## config.mk

```make
export PLATFORM = sky130hd
export DESIGN_NAME = moravec_ff
export DESIGN_NICKNAME = d
export VERILOG_FILES = /design/src/rtl/moravec_ff.sv
export SDC_FILE = /design/constraint.sdc
export NUM_CORES = 1
export LEC_CHECK = 0
export ABC_AREA = 1
export CORE_MARGIN = 2
export CORE_UTILIZATION = 50
export CTS_CLUSTER_SIZE = 16
export DETAILED_ROUTE_END_ITERATION = 16
export PLACE_DENSITY = 0.84
export SETUP_SLACK_MARGIN = 0.1
export SLEW_MARGIN = 10
export SYNTH_ARGS = -nofsm -noshare
export SYNTH_HDL_FRONTEND = slang
export SYNTH_SLANG_ARGS = --single-unit
```

## constraint.sdc

```tcl
create_clock -name clk -period 0.8 [get_ports clk]
set_clock_uncertainty 0.15 [all_clocks]
set_input_delay 0.24 -clock clk [delete_from_list [all_inputs] [get_ports clk]]
set_output_delay 0.24 -clock clk [all_outputs]
set_load 0.05 [all_outputs]
```

## src/rtl/moravec_ff.sv

```systemverilog
// One stage of the Moravec corner-response chain: registers min(incoming score,
// saturated squared center/neighbour difference) and forwards the start token.
module moravec_ff #(
   parameter int PIXEL_WIDTH = 8,
   parameter int E_WIDTH     = 14
) (
   input  logic                   clk,
   input  logic                   rst_n,
   input  logic                   start,
   input  logic [PIXEL_WIDTH-1:0] inCenter,
   input  logic [PIXEL_WIDTH-1:0] inTarget,
   input  logic [E_WIDTH-1:0]     inE,
   output logic                   Q,
   output logic [E_WIDTH-1:0]     Eout
);

   localparam int SW = 2 * PIXEL_WIDTH;

   logic [PIXEL_WIDTH-1:0] diff;
   logic [SW-1:0]          sq;
   logic [E_WIDTH-1:0]     sat;
   logic [E_WIDTH-1:0]     cand;

   always_comb begin
      diff = (inCenter >= inTarget) ? (inCenter - inTarget) : (inTarget - inCenter);
      sq   = SW'(diff) * SW'(diff);
   end

   // Clamp only when the square can exceed the score path.
   generate
      if (SW > E_WIDTH) begin : g_sat
         always_comb sat = (|sq[SW-1:E_WIDTH]) ? '1 : sq[E_WIDTH-1:0];
      end else begin : g_nosat
         always_comb sat = E_WIDTH'(sq);
      end
   endgenerate

   always_comb cand = (inE < sat) ? inE : sat;

   // start is a level: Q follows it every edge; Eout only loads while it is high
   // so the final score stays put after the chain drains.
   always_ff @(posedge clk or negedge rst_n) begin
      if (!rst_n) begin
         Q    <= 1'b0;
         Eout <= '0;
      end else begin
         Q <= start;
         if (start) Eout <= cand;
      end
   end

endmodule

```

==> results.cfg, run 1 <==
[outcome]
run_status = aborted with a tool error
stop_stage = global routing
error_line = [ERROR GRT-0232] Routing congestion too high. Check the congestion heatmap in the GUI.

[synth]
synth_area_per_cell_sq_um = 7.005
ys_top_cells_by_area = ha_1 (20%), fa_1 (15%), nand2_1 (12%)
syn_area_sq_um = 3615
syn_nets = 634
seq_area_frac_synth = 0.1038
ys.flop_type = dfrtp_1
synth_top_area_share = 0.2008
synth_edf_count = 0
synth_cells = 516
synth_warnings = 0
async_flop_share = 1.000
synth.distinct_cells = 31
ys_seq_elements = 15
synth_area_leader_cell = ha_1

[placement]
gp_congestion = 0.9685
dp_cells = 758
io_buffers = 47
dp_hpwl_microns = 10060

[global_routing]
grt_use_total = 0.7425
grt_overflow = 25
grt_max_degree = 16

[cts]
htreeDepth = 1
cts_made_buffers = 3
root_buffer = clkbuf_8
cts-hold-fix-buffers = 0
clock-sinks = 15
clockBufferDepth = 2

[die]
fp.dieH_microns = 89.03
io-pin-count = 48
rows = 30
die_w_microns = 89.03
initial_utilization = 0.5234

[timing]
crit_endpoint = Eout[13]$_DFFE_PN0P_/D
worstEndpointType = register data pin
==> Yosys cell counts (2+ instances only) <==
library cell and number:
a211oi_1 2, a21oi_1 23, buf_2 2, buf_4 3, dfrtp_1 15, fa_1 27, ha_1 58, inv_1 103
inv_2 2, nand2_1 114, nand2_2 15, nand2_4 2, nand3_1 40, nand3_2 11, nand4_1 4, nor2_1 52
nor3_1 2, o21ai_0 9, or2_2 2, xnor2_1 4, xor2_1 16
==> per-stage QoR <==
step	setup slack [ps]	TNS (ps)	instance area [sq um]	utilization	hold WS (ps)
after detailed placement	-6877	-100170	5394	0.7810	368.7
after floorplan	-5793	-81700	3886	-	-205.6
after CTS	-5845	-87930	6170	0.8933	192.2
after global placement	-6518	-94550	5394	0.7810	353.8
==> cell families after synthesis <==
group                      synth area share
and+or+nand+nor                      0.3115
buffers and inverters                0.1256
adders and majority gates            0.3503
AOI/OAI and AO/OA                   0.06023
xor gates and xnor gates            0.04846
DFF                                  0.1038
==> routing by layer <==
layer	global-route usage	overflow
met5	0.3052	0
met4	0.7218	11
met3	0.6260	0
met2	0.8948	14
met1	0.7336	0
==> timing repair <==
item | in CTS
endpoints found under the setup margin | 30
gates resized for setup | 141
hold endpoints to repair | 0
setup buffers | 29
pin swaps | 65
cloned | 4
==> run 2, diff against run 1 <==
--- a/config.mk
+++ b/config.mk
@@ -7,11 +7,9 @@
 export LEC_CHECK = 0
 export ABC_AREA = 1
 export CORE_MARGIN = 2
-export CORE_UTILIZATION = 50
-export CTS_CLUSTER_SIZE = 16
+export CORE_UTILIZATION = 35
 export DETAILED_ROUTE_END_ITERATION = 16
-export PLACE_DENSITY = 0.84
-export SETUP_SLACK_MARGIN = 0.1
+export PLACE_DENSITY_LB_ADDON = 0.15
 export SLEW_MARGIN = 10
 export SYNTH_ARGS = -nofsm -noshare
 export SYNTH_HDL_FRONTEND = slang
==> run 2 against run 1 <==
The flow now finishes, with violations (setup timing). Area after synthesis is the same. Synthesized cell count is the same.
==> results.cfg, run 2 <==
[worst_setup_path]
r2r_slack_ps = -10
r2r-start = Eout[13]
cp.required_ps = 780
rr_endpoint = Eout[13]
slowest_delay_ps = 560
startpoint = inCenter[0]
critical_path_arrival_ps = 6640
r2r_cells = 2
worst-setup-path-type = input pin to flip-flop
timing.critical_path.from_type = input pin
worstSetupEndpointType = flip-flop
slowest_stage = fa_1
path_max_fanout = 8

[synth]
async_flop_share = 1.000
synth_edf_count = 0
synth_common_cells = nand2_1 (114), inv_1 (103), ha_1 (58)
synth_warnings = 0
syn_nets = 634
synth_area_per_cell_sq_um = 7.005
synth_top_area_share = 0.2008
syn_area_sq_um = 3615
synth_most_common_cell = nand2_1
seq_area_frac_synth = 0.1038
synth.distinct_cells = 31
ys.flop_type = dfrtp_1
ys_seq_elements = 15
ys_top_cells_by_area = ha_1 (20%), fa_1 (15%), nand2_1 (12%)
synth_area_leader_cell = ha_1
synth_cells = 516

[timing]
tightest_slew_ps = 380.7
slew_headroom = 0.7459
final-hold-violation-count = 0
period_share = 8.318
setup_viol = 29
setup_ws_ps = -5854
drv_slew = 0
fmax_mhz = 150.3
rsz0062_at_grt = true
period_needed_ps = 6654

[route]
num_vias = 3874
via_per_inst = 4.617
drtAntennaViolNets = 0
wirelength_microns = 10400
first_pass_iters = 4
post_drt_wl_per_cell_microns = 12.39
route.detailed.drc = 0
drtIter0Drc = 125

[global_routing]
antenna_found_initial = 0
grt_overflow = 0
grt_pass1_wl_microns = 18350
grt_use_total = 0.1966
grt_pass1_vias = 4146
grt_max_degree = 16

[placement]
io_buffers = 47
dp_cells = 808
gp_congestion = 0.8420
dp_hpwl_microns = 8259

[die]
rows = 37
initial_utilization = 0.3549
fp.dieH_microns = 105.6
die_area_sq_um = 11160
io-pin-count = 48
core-area_sq_um = 10180
die_w_microns = 105.6

[cts]
clockBufferDepth = 2
worst_skew_pair.late_latency_ps = 240
clk_pin_slew_ps = 60
cts_made_buffers = 3
htreeDepth = 1
cts-hold-fix-buffers = 0
cts_tree = done
root_buffer = clkbuf_8
clock-sinks = 15

[finish]
diodes = 0
final_net_count = 822
largest_reg_flops = 14
drive_above_1_share = 0.4651
final_cell_mix = buf_4 (123), nand2_1 (98), inv_1 (83)
final_cell_count_no_fill = 839
largestRegisters = Eout x14, Q x1
layout.core_utilization = 0.6198
area_growth_syn_to_layout_pct = 74.63
final_common_cell = buf_4
regMostFlops = Eout

[worst_hold_path]
hp-class = input pin to asynchronous set/reset pin

[outcome]
violations = setup timing
run_status = complete, but fails checks

[flow_run]
maxCapViolations = 0
## run 2: worst max path at each step
stage	depth (start not counted)	to	slack [ps]
after floorplan	39	Eout[0]	-5790
after global placement	40	Eout[13]	-6780
after detailed placement	40	Eout[13]	-6850
after CTS	37	Eout[13]	-5780
after global routing	38	Eout[1]	-6180
final	37	Eout[1]	-5850
## run 2: cells by family (layout without fill, tap and decap cells)
group / count (synthesis) / in the layout / synth area share
buffers and inverters: 113 / 298 / 0.1256
AND/OR/NAND/NOR: 244 / 246 / 0.3115
AO/OA/AOI/OAI: 39 / 39 / 0.06023
flip-flops: 15 / 15 / 0.1038
XOR/XNOR: 20 / 20 / 0.04846
adder cells (fa/ha/maj): 85 / 85 / 0.3503
## run 2: critical path: cells and delay by family
kind / cells / cell delay, ps
AND/OR/NAND/NOR: 15 / 1500
adder cells (fa/ha/maj): 8 / 3000
buffers and inverters: 7 / 610
AO/OA/AOI/OAI: 6 / 980
XOR/XNOR: 1 / 280
## run 2: per-stage QoR
stage	hold WS, ps	setup TNS [ps]	worst slack, ps	cell area, sq um
5_1_grt	195.6	-92260	-6183	6312
6_report	181.8	-87670	-5854	6312
3_3_place_gp	351.7	-98210	-6784	5507
4_1_cts	184.6	-86720	-5783	6130
3_5_place_dp	354.9	-99090	-6848	5507
2_1_floorplan	-205.6	-81700	-5793	3886
## run 2: timing repair
action	in CTS	in global routing
hold endpoints to repair	0	0
setup buffers	19	5
cloned	3	0
endpoints found under the setup margin	30	29
pin swaps	67	25
gates resized for setup	130	32
## run 2: area by class of cell
type,instances,area [sq um]
multi-input combinational,390,3518
inverter,105,409.1
timing repair buffer,189,1775
clock buffer,4,45.04
tap,136,170.2
fill,896,3872
sequential,15,394.1
## run 2: routing by layer
metal | routed length (microns) | track usage | part of all wire | up-vias
met5 | 0 | 0 | 0 | -
met4 | 156 | 0.04793 | 0.015 | 0
met3 | 313 | 0.01051 | 0.030 | 16
met2 | 5704 | 0.3917 | 0.55 | 71
met1 | 4223 | 0.2262 | 0.41 | 1803
li1 | - | - | - | 1984
Power of run 2 is left out: the tool's default activity adds up to more than one toggle a clock period on the data nets, which glitch-free logic cannot reach.
==> run 3, diff against run 2 <==
==> constraint.sdc (replaced) <==
create_clock -name clk -period 0.8 [get_ports clk]
set_clock_uncertainty 0.15 [all_clocks]
set_input_delay 0.16 -clock clk [delete_from_list [all_inputs] [get_ports clk]]
set_output_delay 0.16 -clock clk [all_outputs]
set_load 0.05 [all_outputs]
==> run 3 against run 2 <==
The run still ends with setup timing left. Register-to-register slack about the same. Clock-buffer cell count unchanged. Hold slack got worse by 80 ps. Sequential cell count unchanged. Via count unchanged. Global-route usage unchanged. Wire length about the same. Fmax increased by 1.2%. Critical path type unchanged. Highest routed layer unchanged.
==> results.cfg, run 3 (synthesis gave the netlist of run 2 again) <==
[outcome]
run_status = complete, but fails checks
violations = setup timing

[timing]
drv_slew = 0
setup_viol = 29
final-hold-violation-count = 0
fin_tns_setup_ps = -85340
setup_ws_ps = -5775
slew_headroom = 0.7457
fmax_mhz = 152.1
hold_ws_ps = 102.0
period_needed_ps = 6575
tightest_slew_ps = 381.0
rsz0062_at_grt = true
period_share = 8.218

[finish]
largestRegisters = Eout x14, Q x1
final_common_cell = buf_4
final_net_count = 822
diodes = 0
regMostFlops = Eout
layout.core_utilization = 0.6195
largest_reg_flops = 14
final_cell_mix = buf_4 (123), nand2_1 (98), inv_1 (83)
area_growth_syn_to_layout_pct = 74.56
drive_above_1_share = 0.4637
fin_area_sq_um = 6310

[route]
route.detailed.drc = 0
drtIter0Drc = 127
post_drt_wl_per_cell_microns = 12.38
first_pass_iters = 4
drtAntennaViolNets = 0
wirelength_microns = 10390
num_vias = 3874
via_per_inst = 4.617

[worst_setup_path]
slowest_delay_ps = 560
path_max_fanout = 8
worstSetupEndpointType = flip-flop
worst-setup-path-type = input pin to flip-flop
r2r_slack_ps = -10
cp.required_ps = 780
slowest_stage = fa_1
r2r-start = Eout[13]
critical_path_arrival_ps = 6560
r2r_cells = 2
rr_endpoint = Eout[13]
timing.critical_path.from_type = input pin

[global_routing]
grt_use_total = 0.1966
grt_pass1_vias = 4146
antenna_found_initial = 0
grt_pass1_wl_microns = 18350
grt_overflow = 0
grt_max_degree = 16

[placement]
gp_congestion = 0.8420
place_area_sq_um = 5507
io_buffers = 47
dp_hpwl_microns = 8259

[cts]
clockBufferDepth = 2
root_buffer = clkbuf_8
cts_made_buffers = 3
htreeDepth = 1
worst_skew_pair.late_latency_ps = 240
cts-hold-fix-buffers = 0
clock-sinks = 15
clk_pin_slew_ps = 60
cts_tree = done

[flow_run]
maxCapViolations = 0

[die]
core-area_sq_um = 10180
initial_utilization = 0.3549
die_w_microns = 105.6
io-pin-count = 48
fp.dieH_microns = 105.6
die_area_sq_um = 11160
rows = 37

[worst_hold_path]
hp-class = input pin to asynchronous set/reset pin
## run 3: how the worst max path moves through the flow
stage                 from  slack, ps       end  depth (start not counted)
2_1_floorplan  inCenter[0]      -5710   Eout[0]                         39
3_3_place_gp   inCenter[0]      -6700  Eout[13]                         40
3_5_place_dp   inCenter[0]      -6770  Eout[13]                         40
4_1_cts        inCenter[0]      -5700  Eout[13]                         37
5_1_grt        inCenter[0]      -6100   Eout[1]                         38
6_report       inCenter[0]      -5770   Eout[1]                         37
## run 3: cell type report
class                      count  area [sq um]
clock buffer                   4         45.04
fill                         897          3875
inverter                     105         409.1
multi-input combinational    390          3518
sequential                    15         394.1
tap                          136         170.2
timing repair buffer         189          1773
## run 3: worst max-delay path: cells and delay by family
kind                       cells  cell delay [ps]
and+or+nand+nor               15             1510
xor gates and xnor gates       1              280
buffers and inverters          7              610
AOI/OAI and AO/OA              6              980
adders and majority gates      8             3000
## run 3: per-layer routing
layer  track usage  part of all wire  vias up
li1              -                 -     1985
met1        0.2262              0.41     1800
met2        0.3917              0.55       71
met3       0.01051             0.030       18
met4       0.04793             0.016        0
met5             0                 0        -
## run 3: timing repair
| item | in CTS | in global routing |
|---|---|---|
| pin swaps | 67 | 24 |
| resized for setup | 128 | 32 |
| setup buffers | 19 | 5 |
| gates cloned | 3 | 0 |
| setup endpoints to repair | 30 | 29 |
## run 3: per-stage QoR
step / std cells / setup slack [ps]
after floorplan: 516 / -5713
after global placement: 808 / -6704
after detailed placement: 808 / -6768
after CTS: 834 / -5703
after global routing: 839 / -6103
final: 839 / -5775
Power of run 3 is left out for the same reason.
